$ cat src/rtl/junction_ctrl.sv
// Two-road traffic junction controller with pedestrian walk phase.
// A single tick-driven timer times every phase; lamps are registered decodes of the next state.
module junction_ctrl #(
   parameter int GREEN_T  = 30,
   parameter int YELLOW_T = 3,
   parameter int ALLRED_T = 2,
   parameter int WALK_T   = 10
) (
   input  logic       clk,
   input  logic       rst_n,
   input  logic       tick,
   input  logic       req_a,
   input  logic       req_b,
   input  logic       ped_req,
   output logic       a_red,
   output logic       a_yellow,
   output logic       a_green,
   output logic       b_red,
   output logic       b_yellow,
   output logic       b_green,
   output logic       walk,
   output logic [2:0] phase
);

   typedef enum logic [2:0] {
      IDLE   = 3'd0,
      ALLRED = 3'd1,
      A_GRN  = 3'd2,
      A_YEL  = 3'd3,
      B_GRN  = 3'd4,
      B_YEL  = 3'd5,
      WALK   = 3'd6
   } state_t;

   localparam logic [7:0] GREEN_LIM  = 8'(GREEN_T - 1);
   localparam logic [7:0] YELLOW_LIM = 8'(YELLOW_T - 1);
   localparam logic [7:0] ALLRED_LIM = 8'(ALLRED_T - 1);
   localparam logic [7:0] WALK_LIM   = 8'(WALK_T - 1);

   state_t     state, state_nx;
   logic [7:0] timer, timer_nx, limit;
   logic       expired;
   logic       pend_a, pend_b, pend_p, last;
   logic       pend_a_nx, pend_b_nx, pend_p_nx, last_nx;
   logic       enter_a, enter_b, enter_w;
   state_t     other_road, same_road;
   logic       other_pend, same_pend;
   logic [6:0] lamps, lamps_nx;

   // The timer stops at limit, which doubles as the saturation point for green.
   always_comb begin
      limit = 8'd0;
      case (state)
         ALLRED:        limit = ALLRED_LIM;
         A_GRN, B_GRN:  limit = GREEN_LIM;
         A_YEL, B_YEL:  limit = YELLOW_LIM;
         WALK:          limit = WALK_LIM;
         default:       limit = 8'd0;
      endcase
   end

   assign expired    = tick && (timer == limit);
   assign other_road = last ? A_GRN : B_GRN;
   assign same_road  = last ? B_GRN : A_GRN;
   assign other_pend = last ? pend_a : pend_b;
   assign same_pend  = last ? pend_b : pend_a;

   always_comb begin
      state_nx = state;
      case (state)
         IDLE:   state_nx = ALLRED;
         ALLRED: begin
            if (expired) begin
               if (pend_p)          state_nx = WALK;
               else if (other_pend) state_nx = other_road;
               else if (same_pend)  state_nx = same_road;
               else                 state_nx = other_road;
            end
         end
         A_GRN:  if (expired && (pend_b || pend_p)) state_nx = A_YEL;
         B_GRN:  if (expired && (pend_a || pend_p)) state_nx = B_YEL;
         A_YEL:  if (expired) state_nx = ALLRED;
         B_YEL:  if (expired) state_nx = ALLRED;
         WALK:   if (expired) state_nx = ALLRED;
         default: state_nx = IDLE;
      endcase
   end

   assign enter_a = (state_nx == A_GRN) && (state != A_GRN);
   assign enter_b = (state_nx == B_GRN) && (state != B_GRN);
   assign enter_w = (state_nx == WALK)  && (state != WALK);

   always_comb begin
      timer_nx = timer;
      if (state_nx != state)
         timer_nx = 8'd0;
      else if (tick && (timer != limit))
         timer_nx = timer + 8'd1;
   end

   // A request arriving on the clearing cycle survives: set wins over clear.
   assign pend_a_nx = req_a   | (pend_a & ~enter_a);
   assign pend_b_nx = req_b   | (pend_b & ~enter_b);
   assign pend_p_nx = ped_req | (pend_p & ~enter_w);

   always_comb begin
      last_nx = last;
      if (enter_a)      last_nx = 1'b0;
      else if (enter_b) last_nx = 1'b1;
   end

   // Lamp order: a_red a_yellow a_green b_red b_yellow b_green walk
   always_comb begin
      lamps_nx = 7'b000_000_0;
      case (state_nx)
         ALLRED:  lamps_nx = 7'b100_100_0;
         WALK:    lamps_nx = 7'b100_100_1;
         A_GRN:   lamps_nx = 7'b001_100_0;
         A_YEL:   lamps_nx = 7'b010_100_0;
         B_GRN:   lamps_nx = 7'b100_001_0;
         B_YEL:   lamps_nx = 7'b100_010_0;
         default: lamps_nx = 7'b000_000_0;
      endcase
   end

   always_ff @(posedge clk or negedge rst_n) begin
      if (!rst_n) begin
         state  <= IDLE;
         timer  <= 8'd0;
         pend_a <= 1'b0;
         pend_b <= 1'b0;
         pend_p <= 1'b0;
         last   <= 1'b0;
         lamps  <= 7'b0;
      end else begin
         state  <= state_nx;
         timer  <= timer_nx;
         pend_a <= pend_a_nx;
         pend_b <= pend_b_nx;
         pend_p <= pend_p_nx;
         last   <= last_nx;
         lamps  <= lamps_nx;
      end
   end

   assign {a_red, a_yellow, a_green, b_red, b_yellow, b_green, walk} = lamps;
   assign phase = state;

endmodule

$ cat config.mk
export PLATFORM = sky130hd
export DESIGN_NAME = junction_ctrl
export DESIGN_NICKNAME = d
export VERILOG_FILES = /design/src/rtl/junction_ctrl.sv
export SDC_FILE = /design/constraint.sdc
export NUM_CORES = 1
export LEC_CHECK = 0
export BUFFER_PORTS_ARGS = -buffer_cell sky130_fd_sc_hd__buf_2
export CORE_MARGIN = 8
export CORE_UTILIZATION = 40
export CTS_CLUSTER_DIAMETER = 40
export CTS_CLUSTER_SIZE = 30
export DETAILED_ROUTE_END_ITERATION = 10
export PLACE_DENSITY = 0.59
export SETUP_SLACK_MARGIN = 0.5
export SLEW_MARGIN = 20
export SYNTH_ARGS = -nofsm -noshare
export SYNTH_HDL_FRONTEND = slang
export SYNTH_SLANG_ARGS = --single-unit
$ cat constraint.sdc
create_clock -name clk -period 6.75 [get_ports clk]
set_clock_uncertainty 0.05 [all_clocks]
set_input_delay 0.675 -clock clk [delete_from_list [all_inputs] [get_ports clk]]
set_output_delay 0.675 -clock clk [all_outputs]
set_load 0.05 [all_outputs]
==> results of run 1 <==
==> worst register-to-register path: cells and delay by family (launching register included) <==
family | cells | cell delay [ns]
AOI/OAI and AO/OA | 4 | 1.07
and+or+nand+nor | 3 | 0.89
DFF | 1 | 0.57
==> cell usage after synthesis, drive strengths merged (2+ instances only) <==
master and count:
a211oi 2, a21oi 7, and2 2, and3 2
buf 3, clkbuf 2, dfrtp 22, inv 9
mux2i 2, nand2 6, nand2b 2, nand3 2
nand4 4, nor2 17, nor2b 2, nor3 2
o211ai 3, o21a 2, o21ai 2, o21bai 3
o2bb2ai 2, o31a 2, or3 2, xnor2 5
xor2 5
==> worst max-delay path by stage <==
stage | end | slack (ns) | depth (start not counted)
after global placement | timer[4] | 4.09 | 7
after global routing | timer[0] | 3.83 | 7
after floorplan | pend_a | 4.21 | 9
final | timer[4] | 4.03 | 7
after CTS | timer[4] | 4.04 | 7
after detailed placement | timer[4] | 4.08 | 7
==> flip-flops by register name, indices dropped and copies added, names as in the netlist <==
signal  count
pend_a      1
last        1
pend_b      1
pend_p      1
timer       8
lamps       7
phase       3
==> power breakdown <==
part,leakage [uW],switching [uW],internal [uW],total [uW]
clock,0.0000279,39.0,60.0,99.0
sequential,0.000264,54.6,165,219
combinational,0.000360,137,88.3,225
==> per-layer routing <==
| metal | routed length (microns) | global-route usage |
|---|---|---|
| met5 | 0 | 0 |
| met1 | 1270 | 0.133 |
| met4 | 31 | 0.0511 |
| met3 | 90 | 0.0193 |
| met2 | 1260 | 0.176 |
==> logic make-up after synthesis <==
family,Yosys count,share of synthesized area
xor+xnor,10,0.0687
buf+inv,14,0.0441
flops,22,0.432
mux,3,0.0275
compound gates,30,0.217
simple gates,45,0.193
fa+ha+maj,2,0.0177
==> stage by stage <==
stage | utilization | hold WS (ns) | total power (uW) | instances | instance area [sq um]
after floorplan | - | 0.329 | 399 | 126 | 1270
after global placement | 0.453 | 0.469 | 444 | 180 | 1380
after detailed placement | 0.453 | 0.471 | 447 | 180 | 1380
after CTS | 0.470 | 0.267 | 547 | 184 | 1440
after global routing | 0.470 | 0.284 | 578 | 184 | 1440
final | 0.470 | 0.260 | 544 | 184 | 1440
==> placed cells by master (no fill, tap or decap), types with 3 or more instances in the layout <==
| cell type | synthesis | final |
|---|---|---|
| a21oi_1 | 5 | 5 |
| buf_2 | 2 | 15 |
| clkbuf_4 | 0 | 3 |
| dfrtp_1 | 22 | 22 |
| inv_1 | 8 | 8 |
| nand2_1 | 6 | 6 |
| nand4_1 | 4 | 4 |
| nor2_1 | 17 | 17 |
| o21bai_1 | 3 | 3 |
| xnor2_1 | 5 | 5 |
| xor2_1 | 5 | 5 |
==> final cells by class <==
class,instances,area [sq um],area share
inverter,9,33.8,0.0235
sequential,22,551,0.384
clock inverter,1,30.0,0.0209
timing repair buffer,15,75.1,0.0523
clock buffer,3,22.5,0.0157
multi-input combinational,90,668,0.466
tap,44,55.1,0.0384
==> flow_summary.ini, run 1 <==
[final_layout]
antenna_cells = 0
nNetsFinal = 148
area_growth_syn_to_layout_pct = 12.6
fillers = 311
final_layout_size_suffix_gt1_frac = 0.221

[critical_path]
regToRegSetupSlack_ns = 4.03
end_kind = register
cp_data_arrival_time_ns = 2.84
rr_startpoint = phase[2]
worst-path-buf-inv = 0
required_ns = 6.87
crit_chain = nor2_1, a32o_1, o211ai_1, nor3_2, a211oi_1, a21oi_1, nor2_1
critPathSlowestCell = dfrtp_1
cp_common_cell = nor2_1
crit_start = phase[2]
critPathTopFamily = compound AO/OA/AOI/OAI gates
ff2ff_path_depth = 7
max_stage_delay_ns = 0.57
start_kind = register
criticalPathCategory = reg -> reg
r2r_end = timer[4]
crit_path_max_fanout = 14

[logic_synthesis]
yosysWarnings = 0
synth.top_cell.area_share = 0.432
netlist_instances = 126
avgSynthCellArea_sq_um = 10.1
synthArstFlopShare = 1.00
synth_largest_area_cell = dfrtp_1
synthFlopType = dfrtp_1
synthTopCellsByArea = dfrtp_1 (43%), nor2_1 (5.0%), xnor2_1 (3.4%)
ys_seq_area_frac = 0.432
synth_edf_count = 0
syn_nets = 133
syn-cell-area_sq_um = 1270
ys_ff_latch = 22
synth_cell_type_count = 48

[clock_network]
cts_setup_buffers = 0
cts_htree_levels = 1
hold_buffers = 0
cts_root_buffer = clkbuf_4
cts_made_buffers = 3
cts.clk_slew.worst_paths_ns = 0.12
cts_max_path_buffers = 2
cts_resized = 0
clock-sinks = 22
cts_tree = yes
clk_latency_ns = 0.30

[sta]
setup_viol = 0
slew_violations = 0
fin_tns_setup_ns = 0
relSlewSlack = 0.584
period_minus_slack_ns = 2.72
worst_pin_slew_ns = 0.623
hold_viol_final = 0
setup_ws_ns = 4.03
rsz0062_at_grt = no
period_share = 0.402
max_freq_mhz = 368

[detailed_routing]
totalWireLength_mm = 2.65
wl_per_cell_microns = 14.4
via_per_inst = 5.23
dr.pass1.iters = 5
route.detailed.drc = 0
via_count = 962
drt_iter0_markers = 48
ant_nets = 0

[global_route]
grt_max_degree = 23
overflow = 0
grt_pass1_vias = 964
track_usage = 0.108
antenna_found_initial = 0
grt_pass1_wl_mm = 4.52

[power]
power.density_nw_per_um2 = 379
ir_drop_mv = 0.153
p_leak_uw = 0.000652

[floorplan]
die_height_microns = 72.5
row_count = 20
pin_count = 16
start_util = 0.418
die_area_sq_um = 5250
die_w_microns = 72.5
fp.coreArea_sq_um = 3050

[min_path]
hp-class = in -> async

[place]
place_congestion = 0.844
dp_hpwl_mm = 2.04
pre_cts_ws_ns = 4.08
port_buffers = 15

[flow_run]
maxCapViolations = 0

[status]
status = finished clean
Power figures use the tool's default switching activity.
==> run 2, diff against run 1 <==
- clock period: 6.75 -> 2.6 ns (I/O delays scaled with it)
==> run 2 against run 1 <==
Against the previous run: worst hold slack worse by 0.20 ns; critical path depth increased by 3; setup slack worse by 3.9 ns; total power rose to 3.4 times the previous value; largest cell class unchanged; highest routed layer unchanged.
==> flow_summary.ini, run 2 (synthesis gave the netlist of run 1 again) <==
[status]
status = finished clean

[sta]
whs_ns = 0.0625
slew_violations = 0
worst_pin_slew_ns = 0.488
max_freq_mhz = 402
period_minus_slack_ns = 2.49
rsz0062_at_grt = yes
hold_viol_final = 0
relSlewSlack = 0.675
period_share = 0.957
setup_viol = 0
fin_tns_setup_ns = 0

[floorplan]
start_util = 0.418
die_height_microns = 72.5
row_count = 20
fp.coreArea_sq_um = 3050
die_w_microns = 72.5
pin_count = 16
die_area_sq_um = 5250

[clock_network]
clock-sinks = 22
cts_made_buffers = 3
cts_htree_levels = 1
cts_tree = yes
cts_max_path_buffers = 2
clk_latency_ns = 0.33
cts_root_buffer = clkbuf_4
cts.clk_slew.worst_paths_ns = 0.13

[global_route]
grt_pass1_wl_mm = 5.53
track_usage = 0.130
grt_pass1_vias = 1201
antenna_found_initial = 0
grt_max_degree = 23
overflow = 0

[detailed_routing]
via_count = 1166
drt_iter0_markers = 93
via_per_inst = 5.40
wl_per_cell_microns = 16.9
ant_nets = 0
route.detailed.drc = 0
dr.pass1.iters = 4
totalWireLength_mm = 3.65

[place]
port_buffers = 15
place_congestion = 0.811
dp_cells = 184
dp_hpwl_mm = 2.09

[critical_path]
critPathSlowestCell = dfrtp_2
crit_start = timer[2]
max_stage_delay_ns = 0.45
worst-path-buf-inv = 3
cp_common_cell = buf_4
crit_chain = or3_4, a21oi_1, o211ai_1, buf_4, o31a_1, a21oi_4, inv_2, buf_4, nor3_2, o21bai_1
cp_data_arrival_time_ns = 2.66
start_kind = register
criticalPathCategory = reg -> reg
rr_startpoint = timer[2]
crit_path_max_fanout = 4
end_kind = register
critPathTopFamily = compound AO/OA/AOI/OAI gates
required_ns = 2.77

[flow_run]
maxCapViolations = 0

[min_path]
hp-class = in -> reg
holdCritStartpoint = req_a

[final_layout]
fillers = 249
largest_register_ffs = 8
post-route-util = 0.613
antenna_cells = 0
final_common_cell = buf_4
regMostFlops = timer
final_cell_mix = buf_4 (23), dfrtp_1 (17), buf_2 (15), nor2_1 (10), inv_1 (8)
layoutNonFillerInstCount = 216
area_growth_syn_to_layout_pct = 46.7
final_layout_size_suffix_gt1_frac = 0.523
nNetsFinal = 180

[power]
p_leak_uw = 0.000844
ir_drop_mv = 0.522
power.density_nw_per_um2 = 981
finalPower_uw = 1840
-- run 2: path summary, 6_finish.rpt --
kind                             to  slack (ns)  depth (start not counted)
max                          pend_b        0.11                         10
min                          pend_a        0.06                          2
max reg2reg                  pend_b        0.11                         10
min reg2reg                    last        0.51                          1
max in group asynchronous  timer[2]        1.78                          2
min in group asynchronous  lamps[5]        0.35                          2
-- run 2: power breakdown --
group,internal (uW),total (uW),leakage [uW],switching [uW]
registers,434,517,0.000259,83.9
clock network,156,269,0.0000279,112
logic,478,1050,0.000557,571
total,1070,1840,0.000844,768
-- run 2: cell type report --
type | instances | area, sq um | share of cell area
Multi-Input combinational cell | 90 | 816 | 0.436
Sequential cell | 22 | 557 | 0.298
Timing Repair Buffer | 47 | 357 | 0.191
Tap cell | 44 | 55.1 | 0.0294
Inverter | 9 | 33.8 | 0.0181
Clock inverter | 1 | 30.0 | 0.0161
Clock buffer | 3 | 22.5 | 0.0120
-- run 2: per-layer routing --
layer / vias up / track usage / wire length [microns]
li1: 539 / - / -
met2: 32 / 0.214 / 1770
met5: - / 0 / 0
met1: 584 / 0.166 / 1650
met4: 0 / 0.0489 / 106
met3: 11 / 0.0207 / 122
-- run 2: worst register-to-register path, delay by kind of cell, from the launching register on --
| kind | cells | cell delay (ns) |
|---|---|---|
| AO/OA/AOI/OAI | 5 | 0.96 |
| buffers and inverters | 3 | 0.42 |
| flip-flops | 1 | 0.45 |
| AND/OR/NAND/NOR | 2 | 0.52 |
-- run 2: per-stage QoR --
stage / worst slack, ns / area [sq um]
floorplan: 0.319 / 1330
global placement: 0.180 / 1450
detailed placement: 0.191 / 1450
CTS: 0.260 / 1740
global route: 0.0523 / 1870
finish: 0.111 / 1870
-- run 2: timing repair --
action,CTS,global route
endpoints found under the hold margin,22,0
pin swaps,11,7
buffers inserted,22,5
hold buffers,1,0
gates resized for setup,12,21
endpoints found under the setup margin,20,22
==> run 3, diff against run 2 <==
- SETUP_SLACK_MARGIN: 0.5 -> 0.1
==> run 3 against run 2 <==
Against the previous run: sequential power grew 5.0%; clock power shrank 31%; flip-flop and latch count is the same; critical path type unchanged.
==> flow_summary.ini, run 3 (synthesis gave the netlist of run 1 again) <==
[critical_path]
ff2ff_path_depth = 7
end_kind = register
cp_data_arrival_time_ns = 2.60
criticalPathCategory = reg -> reg
regToRegSetupSlack_ns = 0.15
required_ns = 2.75
crit_path_max_fanout = 6
r2r_end = pend_a
rr_startpoint = timer[2]
start_kind = register

[place]
dp_cells = 186
place_congestion = 0.855
port_buffers = 15
dp_hpwl_mm = 2.09

[power]
power.density_nw_per_um2 = 940
ir_drop_mv = 0.497
p_leak_uw = 0.000714

[final_layout]
multi_input_area_sq_um = 703
area_growth_syn_to_layout_pct = 21.7
layoutNonFillerInstCount = 196
largest_register_ffs = 8
final_common_cell = dfrtp_1
final_cell_mix = dfrtp_1 (18), nor2_1 (16), buf_2 (15), buf_4 (11), inv_1 (8)
antenna_cells = 0
regMostFlops = timer
regArea_sq_um = 556
nNetsFinal = 160
final_layout_size_suffix_gt1_frac = 0.336
fillers = 295

[clock_network]
clk_latency_ns = 0.30
cts_root_buffer = clkbuf_4
clock-sinks = 22
cts_htree_levels = 1
cts_max_path_buffers = 2
cts_made_buffers = 3
cts.clk_slew.worst_paths_ns = 0.12
cts_tree = yes

[detailed_routing]
via_per_inst = 5.31
via_count = 1040
ant_nets = 0
drt_iter0_markers = 73
wl_per_cell_microns = 14.4
dr.pass1.iters = 4
route.detailed.drc = 0
totalWireLength_mm = 2.83

[sta]
hold_viol_final = 0
setup_viol = 0
slew_violations = 0
period_share = 0.942
relSlewSlack = 0.668
period_minus_slack_ns = 2.45
fin_tns_setup_ns = 0
worst_pin_slew_ns = 0.498
rsz0062_at_grt = no
max_freq_mhz = 408

[status]
status = finished clean

[floorplan]
die_height_microns = 72.5
row_count = 20
start_util = 0.418
fp.coreArea_sq_um = 3050
die_area_sq_um = 5250
die_w_microns = 72.5
pin_count = 16

[global_route]
grt_max_degree = 23
track_usage = 0.109
antenna_found_initial = 0
grt_pass1_wl_mm = 4.62
overflow = 0
grt_pass1_vias = 985

[min_path]
hold_end = pend_a
min_path_cells = 2
hp-class = in -> reg
holdCritStartpoint = req_a

[flow_run]
maxCapViolations = 0
## run 3: changes by cell type in the layout (fill, tap and decap cells not counted), moves of 2 or more
cell / previous run / this run
nor2_1: 10 / 16
nand2_1: 4 / 6
nand2_2: 2 / 0
buf_6: 7 / 0
a21oi_1: 3 / 5
buf_4: 23 / 11
nor2_4: 4 / 0
nor2_2: 3 / 1
## run 3: worst max-delay path: stages (launching register included)
cell       delay, ns
dfrtp_2         0.46
or3_4           0.39
a2111oi_4       0.37
o211ai_2        0.19
mux2_4          0.34
a21oi_4         0.16
nand3_4         0.09
a211o_1         0.30
## run 3: final cells by class
class | count | area share
inverters | 9 | 0.0218
flip-flops and latches | 22 | 0.358
well taps | 44 | 0.0355
multi-input cells | 90 | 0.453
repair buffers | 27 | 0.108
clock buffers | 4 | 0.0234
## run 3: power by group
part	switching [uW]	leakage [uW]	total, uW	internal [uW]
sequential	110	0.000260	543	433
clock	101	0.0000210	186	85.3
combinational	419	0.000433	729	310
total	629	0.000714	1460	829
## run 3: through the flow
step           area, sq um  power (uW)  hold slack (ns)  setup slack [ns]  utilization
2_1_floorplan         1280        1040          -0.0856             0.119            -
3_3_place_gp          1430        1180            0.197             0.211        0.468
3_5_place_dp          1430        1190            0.206             0.162        0.468
4_1_cts               1480        1380           0.0744             0.143        0.483
5_1_grt               1550        1550           0.0619            0.0926        0.508
6_report              1550        1460           0.0918             0.152        0.508
## run 3: per-layer routing
| metal | routed length (microns) | vias to the layer above | share of wire | GRT usage |
|---|---|---|---|---|
| li1 | - | 496 | - | - |
| met5 | 0 | - | 0 | 0 |
| met2 | 1320 | 32 | 0.47 | 0.164 |
| met3 | 86 | 6 | 0.030 | 0.0220 |
| met4 | 31 | 0 | 0.011 | 0.0311 |
| met1 | 1390 | 506 | 0.49 | 0.151 |
## run 3: worst max path at each step
stage,slack [ns],startpoint,to
floorplan,0.12,phase[2],pend_a
global placement,0.21,timer[2],pend_a
detailed placement,0.16,timer[2],pend_a
CTS,0.14,timer[2],pend_a
global route,0.09,timer[1],pend_b
finish,0.15,timer[2],pend_a
## run 3: what timing repair did
| item | CTS | global route |
|---|---|---|
| hold buffers | 1 | 0 |
| setup endpoints to repair | 0 | 6 |
| endpoints found under the hold margin | 22 | 0 |
| resized for setup | 0 | 10 |
| buffers inserted | 0 | 5 |
